## src/rtl/linterp_engine.sv

```systemverilog
// linterp_engine -- multi-channel, handshaked sequential linear interpolator.
//
// Computes base + (target - base) * frac / 2^INTERP_BITS using one shift-add
// step per frac bit, MSB first. The difference is formed at DATA_WIDTH+1 bits,
// so the full signed range never wraps. A channel tag travels with each job.
//
// Build option (macro LINTERP_ROUND_EN):
//   undefined : each shifted term is truncated toward zero in magnitude.
//   defined   : the exact |diff|*frac is accumulated, then rounded half away
//               from zero. Latency, handshake and ports are the same.
//
// Ports:
//   clk          clock
//   reset_n      asynchronous active-low reset
//   in_valid     job offered
//   in_ready     engine can accept a job this cycle
//   in_channel   channel tag of the offered job
//   base         signed start value
//   target       signed end value
//   frac         unsigned interpolation fraction (of 2^INTERP_BITS)
//   out_valid    result held valid
//   out_ready    consumer takes the result
//   out_channel  tag of the result (not range-checked against CHANNELS)
//   interpolated signed result
//
// Handshake: a transfer happens on a rising edge where valid and ready are
// both high. The job source holds in_valid and its data until in_ready is
// seen; the result is held stable while out_valid & !out_ready.
// Latency: accept at edge 0 -> out_valid high after edge INTERP_BITS.
module linterp_engine #(
    parameter int DATA_WIDTH  = 16,
    parameter int INTERP_BITS = 4,
    parameter int CHANNELS    = 8,
    localparam int CH_W       = (CHANNELS > 1) ? $clog2(CHANNELS) : 1
) (
    input  logic                  clk,
    input  logic                  reset_n,
    input  logic                  in_valid,
    output logic                  in_ready,
    input  logic [CH_W-1:0]       in_channel,
    input  logic [DATA_WIDTH-1:0] base,
    input  logic [DATA_WIDTH-1:0] target,
    input  logic [INTERP_BITS-1:0] frac,
    output logic                  out_valid,
    input  logic                  out_ready,
    output logic [CH_W-1:0]       out_channel,
    output logic [DATA_WIDTH-1:0] interpolated
);

    localparam int DW1   = DATA_WIDTH + 1;
    localparam int CNT_W = (INTERP_BITS > 1) ? $clog2(INTERP_BITS) : 1;
    localparam logic [CNT_W-1:0] LAST_STEP = CNT_W'(INTERP_BITS - 1);

    typedef enum logic [1:0] {IDLE, ACCUM, DONE} state_t;

    state_t state;
    state_t state_next;

    logic                   accept;
    logic                   last_step;
    logic [CH_W-1:0]        ch_q;
    logic [DW1-1:0]         acc;      // running value (truncating) or base (rounding)
    logic [DW1-1:0]         mag;      // |target - base|
    logic                   sgn;      // target < base
    logic [INTERP_BITS-1:0] frac_sh;  // frac, shifted left each step; MSB is current bit
    logic [CNT_W-1:0]       cnt;

    logic [DW1-1:0] diff_in;
    logic [DW1-1:0] mag_in;
    logic [DW1-1:0] final_val;

    // Sign-extend both operands by one bit so the difference cannot wrap.
    assign diff_in = {target[DATA_WIDTH-1], target} - {base[DATA_WIDTH-1], base};
    assign mag_in  = diff_in[DW1-1] ? (~diff_in + DW1'(1)) : diff_in;

    assign in_ready  = (state == IDLE) || ((state == DONE) && out_ready);
    assign accept    = in_valid && in_ready;
    assign out_valid = (state == DONE);
    assign last_step = (cnt == LAST_STEP);

`ifdef LINTERP_ROUND_EN
    localparam int PW = DW1 + INTERP_BITS;
    localparam logic [PW-1:0] HALF = PW'(1) << (INTERP_BITS - 1);

    logic [PW-1:0]  prod;
    logic [PW-1:0]  prod_step;
    logic [PW-1:0]  rnd_sum;
    logic [DW1-1:0] rnd_mag;

    // MSB-first shift-add builds the exact product |diff| * frac.
    assign prod_step = (prod << 1) + (frac_sh[INTERP_BITS-1] ? PW'(mag) : '0);
    assign rnd_sum   = prod_step + HALF;
    assign rnd_mag   = rnd_sum[PW-1:INTERP_BITS];
    assign final_val = sgn ? (acc - rnd_mag) : (acc + rnd_mag);
`else
    logic [DW1-1:0] term;
    logic [DW1-1:0] acc_step;

    // Step i contributes |diff| >> (i+1); shifting truncates toward zero.
    assign term      = (mag >> 1) >> cnt;
    assign acc_step  = frac_sh[INTERP_BITS-1] ? (sgn ? (acc - term) : (acc + term)) : acc;
    assign final_val = acc_step;
`endif

    always_ff @(posedge clk or negedge reset_n) begin
        if (!reset_n) begin
            state <= IDLE;
        end else begin
            state <= state_next;
        end
    end

    always_comb begin
        state_next = state;
        case (state)
            IDLE:    if (accept) state_next = ACCUM;
            ACCUM:   if (last_step) state_next = DONE;
            DONE:    if (out_ready) state_next = accept ? ACCUM : IDLE;
            default: state_next = IDLE;
        endcase
    end

    always_ff @(posedge clk or negedge reset_n) begin
        if (!reset_n) begin
            ch_q         <= '0;
            acc          <= '0;
            mag          <= '0;
            sgn          <= 1'b0;
            frac_sh      <= '0;
            cnt          <= '0;
            interpolated <= '0;
`ifdef LINTERP_ROUND_EN
            prod         <= '0;
`endif
        end else if (accept) begin
            ch_q    <= in_channel;
            acc     <= {base[DATA_WIDTH-1], base};
            mag     <= mag_in;
            sgn     <= diff_in[DW1-1];
            frac_sh <= frac;
            cnt     <= '0;
`ifdef LINTERP_ROUND_EN
            prod    <= '0;
`endif
        end else if (state == ACCUM) begin
            frac_sh <= frac_sh << 1;
            cnt     <= cnt + CNT_W'(1);
`ifdef LINTERP_ROUND_EN
            prod    <= prod_step;
`else
            acc     <= acc_step;
`endif
            // The result lies between base and target, so the low bits hold it.
            if (last_step) interpolated <= final_val[DATA_WIDTH-1:0];
        end
    end

    assign out_channel = ch_q;

endmodule
```

## config.mk

```make
export PLATFORM = sky130hd
export DESIGN_NAME = linterp_engine
export DESIGN_NICKNAME = d
export VERILOG_FILES = /design/src/rtl/linterp_engine.sv
export SDC_FILE = /design/constraint.sdc
export NUM_CORES = 1
export LEC_CHECK = 0
export ABC_AREA = 1
export CAP_MARGIN = 25
export CORE_ASPECT_RATIO = 1.4
export CORE_UTILIZATION = 28
export CTS_CLUSTER_SIZE = 30
export DETAILED_ROUTE_END_ITERATION = 7
export HOLD_SLACK_MARGIN = 0.05
export PLACE_DENSITY = 0.47
export REMOVE_ABC_BUFFERS = 1
export SLEW_MARGIN = 10
export SYNTH_ARGS = -nofsm -noshare
export SYNTH_HDL_FRONTEND = slang
export SYNTH_SLANG_ARGS = --single-unit
```

## constraint.sdc

```tcl
create_clock -name clk -period 4.7 [get_ports clk]
set_input_delay 0.47 -clock clk [delete_from_list [all_inputs] [get_ports clk]]
set_output_delay 0.47 -clock clk [all_outputs]
set_load 0.05 [all_outputs]
```

==> results of run 1 <==
layout by cell type (no fill, tap or decap), types with 8 or more instances in the layout:
cell type / netlist / layout
sky130_fd_sc_hd__ha_1: 34 / 34
sky130_fd_sc_hd__clkdlybuf4s50_1: 0 / 62
sky130_fd_sc_hd__xor2_1: 17 / 17
sky130_fd_sc_hd__clkbuf_16: 0 / 9
sky130_fd_sc_hd__nand4_1: 8 / 8
sky130_fd_sc_hd__nand2_1: 279 / 279
sky130_fd_sc_hd__o221ai_1: 13 / 13
sky130_fd_sc_hd__o21ai_0: 44 / 44
sky130_fd_sc_hd__nor2_1: 43 / 43
sky130_fd_sc_hd__xnor2_1: 15 / 15
sky130_fd_sc_hd__dfrtp_1: 60 / 60
sky130_fd_sc_hd__inv_1: 96 / 96
sky130_fd_sc_hd__a21oi_1: 30 / 30
sky130_fd_sc_hd__nand3_1: 73 / 73
registers in the layout (all words and copies together) (netlist names):
signal        count
acc              16
interpolated     16
mag              16
frac_sh           4
out_channel       3
cnt               2
state             2
sgn               1
how the worst max path moves through the flow:
stage	startpoint	end	slack [ps]	depth (start not counted)
final	cnt[1]	acc[15]	640	24
after global routing	cnt[1]	acc[15]	140	25
after CTS	cnt[1]	acc[15]	670	24
after detailed placement	cnt[1]	acc[15]	690	24
after global placement	cnt[1]	acc[15]	710	24
after floorplan	cnt[1]	acc[15]	1270	24
cells by family (layout without fill, tap and decap cells):
logic type	count (synthesis)	count (layout)	share of synthesized area, %
DFF	60	60	28.0
buffers and inverters	122	182	9.62
and+or+nand+nor	433	433	34.3
xor gates and xnor gates	36	36	6.45
AOI/OAI and AO/OA	115	115	12.9
adders and majority gates	36	36	8.69
routing by layer:
layer	track usage (%)	part of all wire [%]	vias to the layer above
li1	-	-	2718
met2	31.8	52	104
met3	2.51	2.4	16
met5	0	0	-
met1	21.9	43	2393
met4	5.61	1.8	0
cell type report:
type	instances	area (sq um)
Sequential cell	60	1500
Fill cell	2067	12200
Multi-Input combinational cell	620	3340
Inverter	102	389
Clock buffer	11	253
Clock inverter	4	25.0
Tap cell	244	305
Timing Repair Buffer	65	641
stage by stage:
| stage | worst slack (ps) | hold WS [ps] | utilization (%) | instances |
|---|---|---|---|---|
| detailed placement | 687 | 468 | 33.1 | 1091 |
| global placement | 715 | 464 | 33.1 | 1091 |
| global route | 136 | 396 | 34.6 | 1106 |
| CTS | 674 | 338 | 34.6 | 1106 |
| floorplan | 1270 | 174 | - | 782 |
| finish | 638 | 294 | 34.6 | 1106 |
worst max-delay path: cells and delay by family (launching register included):
family	cells	cell delay, ps
AO/OA/AOI/OAI	4	750
XOR/XNOR	1	140
adder cells (fa/ha/maj)	2	500
buffers and inverters	4	550
flip-flops	1	710
AND/OR/NAND/NOR	13	1270
==> insert_results.sql, run 1 <==
INSERT INTO impl_metrics (metric_group, metric, value, unit) VALUES
('setup_path', 'worst_setup_path_start_kind', 'register', ''),
('final_layout', 'stdcell_area', '6450', 'sq um'),
('cts', 'ctsHtreeMaxLevel', '3', ''),
('timing', 'drv_slew', '0', ''),
('global_routing', 'grt_first_pass_wirelength', '27200', 'um'),
('setup_path', 'cp.required', '4920', 'ps'),
('timing', 'rsz0062_at_grt', 'false', ''),
('synthesis', 'synth_largest_type_area_fraction', '28.0', '%'),
('job', 'max_cap_viol_count', '0', ''),
('global_routing', 'maximum_number_of_pins_on_one_net_before_global_route_repair', '61', ''),
('run_status', 'outcome', 'finished clean', ''),
('drt', 'detail_route.iter0.violations', '283', ''),
('timing', 'layout_worst_path_cycle_share', '86.4', '%'),
('timing', 'clock_skew', '7.68', 'ps'),
('cts', 'cts-buffers-inserted', '9', ''),
('drt', 'drt_first_pass_iters', '4', ''),
('placement', 'postPlaceCellArea', '6180', 'sq um'),
('floorplan', 'dieWidth', '119', 'um'),
('setup_path', 'endpoint_kind', 'register', ''),
('timing', 'timing.fmax', '246', 'MHz'),
('cts', 'clk_path_buf_depth', '2', ''),
('global_routing', 'grt_antenna_before_repair', '0', ''),
('floorplan', 'floorplan.initialDensity', '28.7', '%'),
('drt', 'routed-via-count', '5231', ''),
('setup_path', 'critPathKind', 'reg -> reg', ''),
('setup_path', 'worst_r2r_endpoint', 'acc[15]', ''),
('synthesis', 'syn_avg_cell_area', '6.68', 'sq um'),
('setup_path', 'r2r_setup_slack', '640', 'ps'),
('final_layout', 'drive_gt1_share', '6.03', '%'),
('synthesis', 'syn-cell-area', '5360', 'sq um'),
('floorplan', 'ioPinCount', '64', ''),
('global_routing', 'track_usage', '17.8', '%'),
('synthesis', 'synthesized_netlist_cell_count', '802', ''),
('synthesis', 'synthArstFlopShare', '100', '%'),
('setup_path', 'rr_startpoint', 'cnt[1]', ''),
('cts', 'cts.root.buffer_cell', 'sky130_fd_sc_hd__clkbuf_16', ''),
('synthesis', 'synth.top_cells.by_area', 'sky130_fd_sc_hd__dfrtp_1 28%, sky130_fd_sc_hd__nand2_1 20%, sky130_fd_sc_hd__ha_1 7.9%', ''),
('timing', 'tightestPinTransition', '814', 'ps'),
('timing', 'finalSetupViolations', '0', ''),
('cts', 'cts-hold-fix-buffers', '0', ''),
('setup_path', 'crit_path_cell_trace', 'clkinv_2 > o211ai_2 > nand2_2 > inv_1 > ha_1 > inv_1 > nor3_2 > nand3_1 > nor2_1 > nand2_1 > o21ai_2 > nand2_1 > xor2_1 > ha_1 > a21oi_1 > nor3_1 > nor2_1 > nand3_1 > a21oi_1 > inv_1 > nand3_1 > nand4_1 > nand4_1 > nand2_1', ''),
('final_layout', 'fin_nets', '937', ''),
('synthesis', 'post-synth-top-area-cell', 'sky130_fd_sc_hd__dfrtp_1', ''),
('synthesis', 'synthesis.yosys.warnings', '0', ''),
('final_layout', 'insertedDiodeCount', '0', ''),
('timing', 'tns', '0', 'ps'),
('cts', 'tritoncts_clock_tree', 'built', ''),
('timing', 'final_period_minus_worst_setup_slack', '4060', 'ps'),
('synthesis', 'synth_ff_type', 'sky130_fd_sc_hd__dfrtp_1', ''),
('global_routing', 'grt_overflow_total', '0', ''),
('timing', 'relSlewSlack', '45.7', '%'),
('floorplan', 'dieArea', '19700', 'sq um'),
('placement', 'gp_congestion', '0.904', ''),
('setup_path', 'critical_path_peak_fanout', '18', ''),
('setup_path', 'critical_path_s_largest_stage_delay', '710', 'ps'),
('drt', 'detail-route-antenna-nets', '0', ''),
('placement', 'port_buffers', '63', ''),
('synthesis', 'synth_enable_flop_cells', '0', ''),
('drt', 'drc', '0', ''),
('synthesis', 'yosys_register_bits', '60', ''),
('cts', 'cts.clk_slew.worst_paths', '50', 'ps'),
('synthesis', 'synth_seq_area_share', '28.0', '%'),
('synthesis', 'synth_commonest_cells', '279 x sky130_fd_sc_hd__nand2_1, 96 x sky130_fd_sc_hd__inv_1, 73 x sky130_fd_sc_hd__nand3_1, 60 x sky130_fd_sc_hd__dfrtp_1, 44 x sky130_fd_sc_hd__o21ai_0', ''),
('cts', 'clk-insertion-delay-late', '340', 'ps'),
('timing', 'hold_violations', '0', ''),
('floorplan', 'core_area', '18700', 'sq um'),
('cts', 'cts_post_setup_buffers_inserted', '0', ''),
('global_routing', 'first_global_vias', '5078', ''),
('drt', 'routed_wirelength', '16400', 'um'),
('setup_path', 'cell_with_the_largest_stage_delay_on_the_worst_path', 'sky130_fd_sc_hd__dfrtp_1', ''),
('synthesis', 'synth.distinct_cells', '46', '');
Power of run 1 is not shown: default switching activity piles up to over one toggle a cycle in this logic, so the estimate is an artifact.
==> inputs of run 2 (changes only) <==
ABC_AREA = not set   (was 1)
==> run 2 against run 1 <==
Critical path depth shrank 9; critical path type unchanged; fmax down 4.0%; highest routed layer unchanged; critical endpoint is now interpolated[14]; flip-flop and latch count unchanged; synthesized cell count fell by 26%.
==> insert_results.sql, run 2 <==
INSERT INTO impl_metrics (metric_group, metric, value, unit) VALUES
('cts', 'cts-buffers-inserted', '9', ''),
('global_routing', 'grt_first_pass_wirelength', '22000', 'um'),
('synthesis', 'yosys_register_bits', '60', ''),
('setup_path', 'critical_path_depth', '15', ''),
('drt', 'detail_route.iter0.violations', '180', ''),
('setup_path', 'critical_path_s_largest_stage_delay', '640', 'ps'),
('final_layout', 'insertedDiodeCount', '0', ''),
('drt', 'drc', '0', ''),
('placement', 'gp_congestion', '0.856', ''),
('drt', 'detail-route-antenna-nets', '0', ''),
('setup_path', 'cp.required', '4910', 'ps'),
('setup_path', 'crit_path_cell_trace', 'buf_4 > mux4_1 > nor2_1 > and4b_4 > a21oi_1 > a21oi_1 > o211ai_1 > ha_1 > nor2b_1 > o21ai_0 > nand2b_1 > a221oi_1 > xor2_1 > mux2i_1 > mux2_2', ''),
('timing', 'worst_hold_margin', '309', 'ps'),
('cts', 'cts_post_setup_buffers_inserted', '0', ''),
('final_layout', 'layout_top_registers', 'acc x16, interpolated x16, mag x16', ''),
('cts', 'numClockSinks', '60', ''),
('setup_path', 'critical_path.n_buffers_inverters', '1', ''),
('synthesis', 'synthArstFlopShare', '100', '%'),
('timing', 'tns', '0', 'ps'),
('cts', 'tritoncts_clock_tree', 'built', ''),
('final_layout', 'final_common_cell', 'sky130_fd_sc_hd__nand2_1', ''),
('synthesis', 'synth_enable_flop_cells', '0', ''),
('setup_path', 'timing.critical_path.from', 'cnt[0]', ''),
('setup_path', 'critPathKind', 'reg -> reg', ''),
('timing', 'final_period_minus_worst_setup_slack', '4230', 'ps'),
('drt', 'drt_first_pass_iters', '5', ''),
('final_layout', 'drive_gt1_share', '8.22', '%'),
('setup_path', 'worst_r2r_path_depth', '15', ''),
('synthesis', 'post-synth-top-area-cell', 'sky130_fd_sc_hd__dfrtp_1', ''),
('floorplan', 'core_area', '18100', 'sq um'),
('setup_path', 'rr_startpoint', 'cnt[0]', ''),
('synthesis', 'synth.distinct_cells', '76', ''),
('timing', 'clock_skew', '4.66', 'ps'),
('drt', 'routed_wire_length_per_instance', '14.9', 'um'),
('run_status', 'outcome', 'finished clean', ''),
('setup_path', 'worst_r2r_endpoint', 'interpolated[14]', ''),
('synthesis', 'synth.most_common_cell', 'sky130_fd_sc_hd__nand2_1', ''),
('cts', 'clk-insertion-delay-late', '330', 'ps'),
('setup_path', 'endpoint_kind', 'register', ''),
('cts', 'cts.clk_slew.worst_paths', '50', 'ps'),
('synthesis', 'synth_commonest_cells', '72 x sky130_fd_sc_hd__nand2_1, 60 x sky130_fd_sc_hd__dfrtp_1, 52 x sky130_fd_sc_hd__o21ai_0, 37 x sky130_fd_sc_hd__nor2_1, 35 x sky130_fd_sc_hd__inv_1', ''),
('timing', 'tightestPinTransition', '904', 'ps'),
('cts', 'clk_path_buf_depth', '2', ''),
('timing', 'timing.fmax', '236', 'MHz'),
('drt', 'routed_wirelength', '13300', 'um'),
('timing', 'drv_slew', '0', ''),
('drt', 'drt-vias-per-instance', '4.91', ''),
('final_layout', 'leading_cell_types_in_the_layout_fill_and_taps_excluded', '72 x sky130_fd_sc_hd__nand2_1, 62 x sky130_fd_sc_hd__clkdlybuf4s50_1, 60 x sky130_fd_sc_hd__dfrtp_1, 52 x sky130_fd_sc_hd__o21ai_0, 37 x sky130_fd_sc_hd__nor2_1', ''),
('final_layout', 'filler_instances', '1859', ''),
('setup_path', 'cp-endpoint', 'interpolated[14]', ''),
('timing', 'hold_violations', '0', ''),
('floorplan', 'ioPinCount', '64', ''),
('cts', 'cts.root.buffer_cell', 'sky130_fd_sc_hd__clkbuf_16', ''),
('global_routing', 'grt_antenna_before_repair', '0', ''),
('cts', 'ctsHtreeMaxLevel', '3', ''),
('floorplan', 'std_cell_rows', '58', ''),
('setup_path', 'cell_with_the_largest_stage_delay_on_the_worst_path', 'sky130_fd_sc_hd__mux4_1', ''),
('global_routing', 'first_global_vias', '4572', ''),
('synthesis', 'synth_ff_type', 'sky130_fd_sc_hd__dfrtp_1', ''),
('synthesis', 'synth.top_cells.by_area', 'sky130_fd_sc_hd__dfrtp_1 29%, sky130_fd_sc_hd__ha_1 8.2%, sky130_fd_sc_hd__xnor2_1 5.4%', ''),
('floorplan', 'dieArea', '19000', 'sq um'),
('floorplan', 'die_height', '163', 'um'),
('timing', 'rsz0062_at_grt', 'false', ''),
('global_routing', 'maximum_number_of_pins_on_one_net_before_global_route_repair', '61', ''),
('timing', 'layout_worst_path_cycle_share', '90.0', '%'),
('setup_path', 'cp.arrival', '4440', 'ps'),
('cts', 'post_cts_resized', '0', ''),
('drt', 'routed-via-count', '4401', ''),
('synthesis', 'synthesis.yosys.warnings', '0', ''),
('global_routing', 'track_usage', '14.9', '%'),
('setup_path', 'cpMostUsedCell', 'sky130_fd_sc_hd__a21oi_1', ''),
('timing', 'finalSetupViolations', '0', ''),
('synthesis', 'synthesized_netlist_cell_count', '595', ''),
('worst_hold_path', 'hold_class', 'in -> async', ''),
('setup_path', 'cpLargestDelayFamily', 'multiplexers', ''),
('setup_path', 'worst_setup_path_start_kind', 'register', ''),
('cts', 'cts-hold-fix-buffers', '0', ''),
('final_layout', 'flow.area_growth_from_synthesis', '23.2', '%'),
('floorplan', 'dieWidth', '117', 'um'),
('synthesis', 'syn-cell-area', '5180', 'sq um'),
('synthesis', 'syn_avg_cell_area', '8.70', 'sq um'),
('job', 'max_cap_viol_count', '0', ''),
('floorplan', 'floorplan.initialDensity', '28.7', '%'),
('placement', 'place.detailed.hpwl', '10700', 'um'),
('final_layout', 'fin_nets', '733', ''),
('global_routing', 'grt_overflow_total', '0', ''),
('setup_path', 'r2r_setup_slack', '470', 'ps'),
('setup_path', 'critical_path_peak_fanout', '14', ''),
('placement', 'port_buffers', '63', ''),
('timing', 'relSlewSlack', '39.6', '%'),
('synthesis', 'synth_largest_type_area_fraction', '29.0', '%'),
('synthesis', 'synth_seq_area_share', '29.0', '%');
==> run 2: cell count changes in the layout (fill, tap and decap cells not counted), moves of 10 or more <==
cell,delta
sky130_fd_sc_hd__a21o_1,+10
sky130_fd_sc_hd__a22oi_1,+10
sky130_fd_sc_hd__inv_1,-61
sky130_fd_sc_hd__mux2i_1,+24
sky130_fd_sc_hd__nand2_1,-207
sky130_fd_sc_hd__nand3_1,-64
sky130_fd_sc_hd__nor2b_1,+12
sky130_fd_sc_hd__o221ai_1,-10
sky130_fd_sc_hd__xnor2_1,+17
==> run 2: layout make-up <==
class	instances	area (sq um)	share of cell area, %
Clock buffer	12	256	4.02
Clock inverter	2	35.0	0.549
Inverter	35	131	2.06
Multi-Input combinational cell	475	3430	53.8
Sequential cell	60	1500	23.5
Tap cell	240	300	4.71
Timing Repair Buffer	73	721	11.3
==> run 2: cells by family after synthesis <==
group / Yosys count / share of synthesized area [%]
AOI/OAI and AO/OA: 178 / 22.9
and+or+nand+nor: 169 / 15.8
buffers and inverters: 60 / 4.69
DFF: 60 / 29.0
xor gates and xnor gates: 52 / 8.94
muxes: 40 / 9.71
adders and majority gates: 36 / 8.99
==> run 2: metal layers <==
layer | up-vias | track usage (%) | wire length [um]
met5 | - | 0 | 0
met4 | 0 | 5.41 | 265
met3 | 13 | 2.01 | 414
met2 | 66 | 27.6 | 7060
met1 | 2060 | 17.1 | 5590
li1 | 2262 | - | -
==> run 2: how the worst min path moves through the flow <==
stage | startpoint | end | slack (ps) | depth (start not counted)
2_1_floorplan | reset_n | acc[0] | 170 | 0
3_3_place_gp | frac_sh[2] | frac_sh[2] | 460 | 2
3_5_place_dp | out_channel[2] | out_channel[2] | 470 | 2
4_1_cts | reset_n | out_channel[2] | 340 | 2
5_1_grt | reset_n | out_channel[1] | 380 | 2
6_report | reset_n | out_channel[2] | 310 | 2
==> run 2: metrics by stage <==
stage	utilization [%]	cells	area (sq um)	setup slack [ps]
final	35.3	897	6380	471
after floorplan	-	570	5070	561
after global routing	35.3	897	6380	148
after global placement	33.5	882	6060	606
after CTS	35.1	896	6350	431
after detailed placement	33.5	882	6060	443
==> run 2: worst register-to-register path, cell delays in order, from the launching register on <==
cell and delay, ps:
sky130_fd_sc_hd__dfrtp_1 610, sky130_fd_sc_hd__buf_4 310, sky130_fd_sc_hd__mux4_1 640, sky130_fd_sc_hd__nor2_1 190
sky130_fd_sc_hd__and4b_4 310, sky130_fd_sc_hd__a21oi_1 90, sky130_fd_sc_hd__a21oi_1 180, sky130_fd_sc_hd__o211ai_1 110
sky130_fd_sc_hd__ha_1 370, sky130_fd_sc_hd__nor2b_1 160, sky130_fd_sc_hd__o21ai_0 160, sky130_fd_sc_hd__nand2b_1 80
sky130_fd_sc_hd__a221oi_1 330, sky130_fd_sc_hd__xor2_1 220, sky130_fd_sc_hd__mux2i_1 100, sky130_fd_sc_hd__mux2_2 260
Power of run 2 is left out for the same reason.
